### src/rtl/qam_symbol_mapper.sv
// QPSK / 16-QAM Gray symbol mapper fed from a 1-cycle-latency byte FIFO.
// Optional: define SCRAMBLE_EN to whiten each byte with a 7-bit x^7+x^4+1 LFSR.
module qam_symbol_mapper #(
    parameter int SYM_DIV = 4,
    parameter int IQ_W    = 3
) (
    input  logic            clk,
    input  logic            reset_n,
    input  logic            en,
    input  logic            mode,
    input  logic            fifo_empty,
    input  logic [7:0]      fifo_data,
    output logic            fifo_rd_en,
    output logic [IQ_W-1:0] i_out,
    output logic [IQ_W-1:0] q_out,
    output logic            sym_valid,
    output logic            underrun
);

    localparam int DW = (SYM_DIV > 1) ? $clog2(SYM_DIV) : 1;
    localparam logic [DW-1:0] DIV_LAST = DW'(SYM_DIV - 1);

    typedef enum logic [1:0] {
        F_IDLE = 2'd0,
        F_REQ  = 2'd1,
        F_WAIT = 2'd2
    } fetch_state_t;

    fetch_state_t f_state, f_next;

    logic [DW-1:0] div_cnt;
    logic          tick;
    logic [7:0]    nxt_byte;
    logic          nxt_vld;
    logic [7:0]    sreg;
    logic [2:0]    rem;
    logic          mode_q;
    logic          emitted;
    logic          load;
    logic          shift_emit;
    logic          emit;
    logic [7:0]    loaded_byte;
    logic [7:0]    src_byte;
    logic          src_mode;
    logic [2:0]    i_map;
    logic [2:0]    q_map;

    function automatic logic [2:0] qpsk_lvl(input logic b);
        return b ? 3'b110 : 3'b010;
    endfunction

    function automatic logic [2:0] gray_lvl(input logic [1:0] b);
        logic [2:0] lvl;
        case (b)
            2'b00:   lvl = 3'b101;
            2'b01:   lvl = 3'b111;
            2'b11:   lvl = 3'b001;
            default: lvl = 3'b011;
        endcase
        return lvl;
    endfunction

    assign tick = en && (div_cnt == DIV_LAST);

    always_ff @(posedge clk or negedge reset_n) begin
        if (!reset_n)           div_cnt <= '0;
        else if (!en || tick)   div_cnt <= '0;
        else                    div_cnt <= div_cnt + 1'b1;
    end

    // A started read always finishes, so F_REQ/F_WAIT ignore en.
    always_comb begin
        f_next = f_state;
        case (f_state)
            F_IDLE:  if (en && !nxt_vld && !fifo_empty) f_next = F_REQ;
            F_REQ:   f_next = F_WAIT;
            F_WAIT:  f_next = F_IDLE;
            default: f_next = F_IDLE;
        endcase
    end

    always_ff @(posedge clk or negedge reset_n) begin
        if (!reset_n) begin
            f_state    <= F_IDLE;
            fifo_rd_en <= 1'b0;
        end else begin
            f_state    <= f_next;
            fifo_rd_en <= (f_next == F_REQ);
        end
    end

    assign load       = tick && (rem == 3'd0) && nxt_vld;
    assign shift_emit = tick && (rem != 3'd0);
    assign emit       = load || shift_emit;

    // Capture takes priority over the load-clear of nxt_vld.
    always_ff @(posedge clk or negedge reset_n) begin
        if (!reset_n) begin
            nxt_byte <= 8'h00;
            nxt_vld  <= 1'b0;
        end else if (f_state == F_WAIT) begin
            nxt_byte <= fifo_data;
            nxt_vld  <= 1'b1;
        end else if (load) begin
            nxt_vld  <= 1'b0;
        end
    end

`ifdef SCRAMBLE_EN
    logic [6:0] lfsr;
    logic [6:0] lfsr_adv;
    logic [7:0] scr_mask;

    always_comb begin
        lfsr_adv = lfsr;
        scr_mask = 8'h00;
        for (int k = 0; k < 8; k++) begin
            scr_mask[7-k] = lfsr_adv[6] ^ lfsr_adv[3];
            lfsr_adv      = {lfsr_adv[5:0], lfsr_adv[6] ^ lfsr_adv[3]};
        end
    end

    always_ff @(posedge clk or negedge reset_n) begin
        if (!reset_n)    lfsr <= 7'h7F;
        else if (!en)    lfsr <= 7'h7F;
        else if (load)   lfsr <= lfsr_adv;
    end

    assign loaded_byte = nxt_byte ^ scr_mask;
`else
    assign loaded_byte = nxt_byte;
`endif

    // The first symbol of a byte is emitted straight from the byte being loaded.
    assign src_byte = load ? loaded_byte : sreg;
    assign src_mode = load ? mode : mode_q;
    assign i_map    = src_mode ? gray_lvl(src_byte[7:6]) : qpsk_lvl(src_byte[7]);
    assign q_map    = src_mode ? gray_lvl(src_byte[5:4]) : qpsk_lvl(src_byte[6]);

    // rem counts symbols still to send after the one emitted this tick.
    always_ff @(posedge clk or negedge reset_n) begin
        if (!reset_n) begin
            sreg   <= 8'h00;
            rem    <= 3'd0;
            mode_q <= 1'b0;
        end else if (!en) begin
            rem    <= 3'd0;
        end else if (load) begin
            sreg   <= mode ? {loaded_byte[3:0], 4'h0} : {loaded_byte[5:0], 2'b00};
            rem    <= mode ? 3'd1 : 3'd3;
            mode_q <= mode;
        end else if (shift_emit) begin
            sreg   <= mode_q ? {sreg[3:0], 4'h0} : {sreg[5:0], 2'b00};
            rem    <= rem - 3'd1;
        end
    end

    always_ff @(posedge clk or negedge reset_n) begin
        if (!reset_n) begin
            i_out     <= '0;
            q_out     <= '0;
            sym_valid <= 1'b0;
        end else begin
            sym_valid <= emit;
            if (emit) begin
                i_out <= i_map;
                q_out <= q_map;
            end
        end
    end

    always_ff @(posedge clk or negedge reset_n) begin
        if (!reset_n) begin
            emitted  <= 1'b0;
            underrun <= 1'b0;
        end else if (!en) begin
            emitted  <= 1'b0;
            underrun <= 1'b0;
        end else begin
            if (emit) emitted <= 1'b1;
            if (tick && (rem == 3'd0) && !nxt_vld && emitted) underrun <= 1'b1;
        end
    end

endmodule

### config.mk
export PLATFORM = sky130hd
export DESIGN_NAME = qam_symbol_mapper
export DESIGN_NICKNAME = d
export VERILOG_FILES = /design/src/rtl/qam_symbol_mapper.sv
export SDC_FILE = /design/constraint.sdc
export NUM_CORES = 1
export LEC_CHECK = 0
export ABC_CLOCK_PERIOD_IN_PS = 5350
export BUFFER_PORTS_ARGS = -buffer_cell sky130_fd_sc_hd__buf_2
export CAP_MARGIN = 15
export CORE_UTILIZATION = 43
export CTS_CLUSTER_SIZE = 14
export DETAILED_ROUTE_END_ITERATION = 12
export PLACE_DENSITY = 0.62
export SLEW_MARGIN = 20
export SYNTH_ARGS = -nofsm -noshare
export SYNTH_HDL_FRONTEND = slang
export SYNTH_SLANG_ARGS = --single-unit
### constraint.sdc
create_clock -name clk -period 5.35 [get_ports clk]
set_input_delay 0.2675 -clock clk [delete_from_list [all_inputs] [get_ports clk]]
set_output_delay 0.2675 -clock clk [all_outputs]
set_load 0.05 [all_outputs]
==> results.ini, run 1 <==
[timing]
clock.fmax_mhz=544
period_needed_ns=1.84
setup_viol=0
skew_ns=0.00706
timing.final.crit_share_pct=34.4
max_slew_margin_pct=54.5
rsz0062_at_grt=no
timing.setup.tns_ns=0
slew_violations=0
hold_violations=0
fin_ws_ns=3.51
tightest_slew_ns=0.682

[die]
die_x_um=61.9
rows=21
start_util_pct=45.5
core_area_um2=3390
io_pins=22
dieHeight_um=61.9
fp.dieArea_um2=3830

[clocking]
numClockSinks=32
postCtsSetupBuffers=0
cts_resized=0
cts_buffers=5
clockBufferDepth=2
htreeDepth=2
cts_tree=yes
root_buffer=clkbuf_4
path_clk_slew_ns=0.09
hold_buffers=1
clk_latency_ns=0.33

[global_routing]
grt_first_pass_wirelength_um=4300
grt_pass1_vias=939
grt-ovfl-total=0
grtUsageMet1_pct=21.5
grtUsageMet2_pct=23.7
grt.busiest_layer=met2
grt_max_degree=33
met3_usage_pct=6.42
track_usage_pct=16.4
antenna_found_initial=0

[routing]
drt_first_pass_iters=4
wl_per_cell_um=13.4
ant_nets=0
wl_um=2690
first_iter_violations=25
drc=0
via_per_inst=5.05
vias=1015

[final_layout]
fin_cells=201
area_delta_synth_final_pct=12.4
num_antenna_cells=0
fill_cells=311
layout-drive-gt1-share_pct=30.3
fin_nets=170

[yosys]
syn_nets=148
syn_inst=132
yosys_register_bits=32
ys_types=35
yosysSeqAreaShare_pct=51.9
syn_area_um2=1540
synth_area_per_cell_um2=11.7
ys.warnings.count=0

[setup_path]
required_ns=5.57
cp-start-kind=flop
r2r_start=rem[0]
crit_path_end_kind=flop
cp.arrival_ns=2.06
critPathKind=flop to flop
crit_start=rem[0]
cp_max_fo=7

[placement]
gp_congestion=0.860
dp.cells=192
io_buffer_count=21
dp_slack_ns=3.53
dp_hpwl_um=2030

[power]
ir_worst_vdd_v=0.000204
p_leak_nw=0.807
powerDensity_nw_per_um2=514
power_mw=0.891

[min_path]
hp-start=fifo_empty
hold_path.class=input port to flop

[job]
drv_cap=0

[run_status]
status=finished, final reports clean

## cell families (layout without fill, tap and decap cells)
family                     count (synthesis)  count (layout)  share of synthesized area [%]
adders and majority gates                  3               3                           2.44
muxes                                     18              18                           13.2
and+or+nand+nor                           39              39                           14.9
AOI/OAI and AO/OA                         24              24                           10.3
buffers and inverters                     10              33                           3.82
xor gates and xnor gates                   6               6                           3.41
DFF                                       32              32                           51.9
## cells in the final DEF (no fill, tap or decap), types with 2 or more instances in the layout
cell type,n
nor2_1,7
mux2_2,10
buf_2,21
clkinv_2,2
or3b_1,2
nand2b_1,2
ha_1,3
clkbuf_4,5
o22ai_1,4
a31oi_1,6
o21ai_1,2
nand3_1,2
a22o_1,4
nor3b_1,2
o21ai_0,4
nand2_1,9
mux2_4,2
mux2i_1,5
nor2b_1,4
inv_1,2
nor3_1,4
xor2_1,6
dfrtp_1,32
a21oi_1,3
## critical path, cell delays in order, from the launching register on
cell,delay [ns]
dfrtp_1,0.39
inv_1,0.10
ha_1,0.29
nand3b_4,0.15
nor2_4,0.20
mux2_4,0.34
mux2_4,0.26
## sequential cells by signal, indices dropped and copies added, names as in the netlist, 2 cells and up
name / count
loaded_byte: 8
div_cnt: 2
i_out: 3
f_state: 2
sreg: 6
q_out: 2
rem: 3
## per-layer routing
| layer | routed length [um] | share of wire, % |
|---|---|---|
| met5 | 0 | 0 |
| met1 | 1300 | 48 |
| met3 | 137 | 5.1 |
| met4 | 40 | 1.5 |
| met2 | 1210 | 45 |
## metrics by stage
step                      cell area, um^2  hold WS, ns  util [%]
final                                1730       0.0908      51.1
after floorplan                      1540      -0.0281         -
after global routing                 1730       0.0557      51.1
after CTS                            1730       0.0703      51.1
after detailed placement             1660        0.355      49.0
after global placement               1660        0.344      49.0
## synth_stat cells
cell type | instances | area share (%)
nand2_2 | 1 | 0.41
clkbuf_1 | 1 | 0.24
o21ai_0 | 4 | 1.3
nand2_1 | 9 | 2.2
nor2_4 | 1 | 0.73
o21ai_1 | 2 | 0.65
and3b_1 | 1 | 0.57
a31oi_1 | 6 | 2.4
nor2_1 | 7 | 1.7
mux2_2 | 10 | 7.3
ha_1 | 3 | 2.4
nor2b_1 | 4 | 1.6
nor3b_1 | 2 | 0.97
xor2_1 | 6 | 3.4
and2b_1 | 1 | 0.49
nand2b_1 | 2 | 0.81
mux2_4 | 2 | 1.9
mux2i_1 | 5 | 3.2
or3b_1 | 2 | 1.1
a21oi_1 | 3 | 0.97
nor3_1 | 4 | 1.3
nand2b_2 | 1 | 0.57
nand3_1 | 2 | 0.65
buf_2 | 4 | 1.3
dfrtp_1 | 32 | 52
mux2_1 | 1 | 0.73
and2_1 | 1 | 0.41
o22ai_1 | 4 | 1.6
o21ai_4 | 1 | 1.1
nand3b_4 | 1 | 1.3
inv_1 | 2 | 0.49
a22o_1 | 4 | 2.3
inv_6 | 1 | 0.57
buf_6 | 1 | 0.73
buf_4 | 1 | 0.49
## path summary, 6_finish.rpt
kind / to / slack (ns) / cells past startpoint
min in group asynchronous: div_cnt[1] / 0.50 / 2
setup / recovery: i_out[0] / 3.51 / 6
hold / removal: f_state[0] / 0.09 / 2
setup reg to reg: i_out[0] / 3.51 / 6
hold reg to reg: div_cnt[0] / 0.44 / 1
max in group asynchronous: fifo_rd_en / 4.41 / 2
## area by class of cell
| class | count | area, um^2 | area share [%] |
|---|---|---|---|
| flip-flops and latches | 32 | 801 | 46.2 |
| clock buffers | 6 | 51.3 | 2.96 |
| well taps | 46 | 57.6 | 3.32 |
| clock inverters | 2 | 10.0 | 0.578 |
| repair buffers | 22 | 115 | 6.64 |
| inverters | 3 | 16.3 | 0.939 |
| multi-input cells | 90 | 682 | 39.4 |
## power breakdown
group	internal (mW)	leakage, nW	switching [mW]
clock	0.0624	0.0380	0.0784
combinational	0.149	0.360	0.194
sequential	0.324	0.409	0.0836
total	0.535	0.807	0.356
Power figures use the tool's default switching activity.
==> inputs of run 2 (changes only) <==
--- a/config.mk
+++ b/config.mk
@@ -5,7 +5,7 @@
 export SDC_FILE = /design/constraint.sdc
 export NUM_CORES = 1
 export LEC_CHECK = 0
-export ABC_CLOCK_PERIOD_IN_PS = 5350
+export ABC_CLOCK_PERIOD_IN_PS = 1800
 export BUFFER_PORTS_ARGS = -buffer_cell sky130_fd_sc_hd__buf_2
 export CAP_MARGIN = 15
 export CORE_UTILIZATION = 43
==> constraint.sdc (replaced) <==
create_clock -name clk -period 1.8 [get_ports clk]
set_input_delay 0.09 -clock clk [delete_from_list [all_inputs] [get_ports clk]]
set_output_delay 0.09 -clock clk [all_outputs]
set_load 0.05 [all_outputs]
==> results.ini, run 2 (same netlist as run 1, synthesis figures left out) <==
[setup_path]
path_delay_family=multiplexers
slowest_stage=dfrtp_1
required_ns=2.02
cp-start-kind=flop
cp.arrival_ns=1.91
cp_slowest_stage_delay_ns=0.39
cp_num_buf_inv=1
cp_max_fo=6
crit_chain=inv_1 > ha_2 > nand3b_4 > nor2_4 > mux2_4 > mux2_4
crit_path_end_kind=flop
crit_top_cell=mux2_4
critPathKind=flop to flop

[placement]
io_buffer_count=21
dp_hpwl_um=2070
dp.cells=195
dp_slack_ns=0.0598
gp_congestion=0.874

[power]
pwr-share-clk_pct=15.5
ir_worst_vdd_v=0.000621
powerDensity_nw_per_um2=1450
combPwrFrac_pct=39.1
seq_power_share_pct=45.4
intPower_mw=1.62
power_switching_mw=1.05
switching_share_pct=39.5
p_leak_nw=0.854

[clocking]
clockBufferDepth=2
root_buffer=clkbuf_4
htreeDepth=2
numClockSinks=32
clk_latency_ns=0.33
path_clk_slew_ns=0.09
cts_tree=yes
cts_buffers=5

[min_path]
hold_path.class=input port to flop

[global_routing]
grt-ovfl-total=0
grt_first_pass_wirelength_um=4900
antenna_found_initial=0
grt_pass1_vias=1058
grt_max_degree=33
track_usage_pct=18.1

[die]
fp.dieArea_um2=3830
start_util_pct=45.5
io_pins=22
rows=21
dieHeight_um=61.9
core_area_um2=3390
die_x_um=61.9

[final_layout]
fin_nets=182
largest_register_ffs=8
final_cell_mix=32 x dfrtp_1, 21 x buf_2, 10 x mux2_2, 10 x dlygate4sd3_1, 9 x nand2_1
layout_commonest_cell=dfrtp_1
num_antenna_cells=0
fin_cells=213
fill_cells=315
area_delta_synth_final_pct=19.7
layout-drive-gt1-share_pct=29.3

[job]
drv_cap=0

[timing]
setup_viol=0
fin_ws_ns=0.105
rsz0062_at_grt=no
period_needed_ns=1.69
tightest_slew_ns=0.697
slew_violations=0
clock.fmax_mhz=590
max_slew_margin_pct=53.6
timing.final.crit_share_pct=94.2
timing.setup.tns_ns=0
hold_violations=0
skew_ns=0.00558

[routing]
first_iter_violations=20
wl_um=2820
ant_nets=0
drt_first_pass_iters=2
via_per_inst=5.08
wl_per_cell_um=13.3
drc=0
vias=1083

[run_status]
status=finished, final reports clean

[run 2: power by group through the flow]
| stage | logic (mW) | clock network [mW] | registers [mW] |
|---|---|---|---|
| 2_1_floorplan | 0.700 | 0 | 1.32 |
| 3_3_place_gp | 1.02 | 0 | 1.22 |
| 3_5_place_dp | 1.03 | 0 | 1.23 |
| 4_1_cts | 1.05 | 0.432 | 1.22 |
| 5_1_grt | 1.14 | 0.467 | 1.26 |
| 6_report | 1.04 | 0.415 | 1.21 |
[run 2: area by class of cell]
cell class                 count  area (um^2)  share of cell area (%)
multi-input combinational     90          684                    37.1
tap                           46         57.6                    3.12
inverter                       3         16.3                   0.881
timing repair buffer          34          228                    12.3
sequential                    32          801                    43.4
clock buffer                   8         58.8                    3.19
[run 2: worst paths after layout]
| path | startpoint | end | slack (ns) | cells after the start |
|---|---|---|---|---|
| hold reg to reg | div_cnt[0] | div_cnt[0] | 0.44 | 1 |
| max in group asynchronous | reset_n | rem[0] | 1.01 | 2 |
| hold / removal | en | emitted | 0.07 | 3 |
| setup / recovery | rem[0] | i_out[0] | 0.11 | 6 |
| setup reg to reg | rem[0] | i_out[0] | 0.11 | 6 |
| min in group asynchronous | reset_n | i_out[0] | 0.34 | 2 |
[run 2: through the flow]
step           hold slack, ns  cell area (um^2)  utilization [%]  total power, mW
3_5_place_dp            0.188              1680             49.7             2.26
6_report               0.0729              1850             54.4             2.67
5_1_grt                0.0709              1850             54.4             2.87
3_3_place_gp            0.169              1680             49.7             2.24
2_1_floorplan          -0.206              1540                -             2.02
4_1_cts                0.0592              1840             54.4             2.69
[run 2: worst register-to-register path: stages, from the launching register on]
cell and delay [ns]:
dfrtp_1 0.39, inv_1 0.11, ha_2 0.25, nand3b_4 0.13
nor2_4 0.13, mux2_4 0.32, mux2_4 0.25
[run 2: timing repair]
action                                 4_1_cts  5_1_grt
setup buffers                                0        0
setup endpoints to repair                    0        2
hold buffers                                10        0
endpoints found under the hold margin       42        0
gates resized for setup                      0        1
[run 2: routing by layer]
layer  global-route usage [%]  routed length, um
met1                     22.9               1320
met2                     29.2               1350
met3                     5.59                106
met4                     6.67                 40
met5                        0                  0
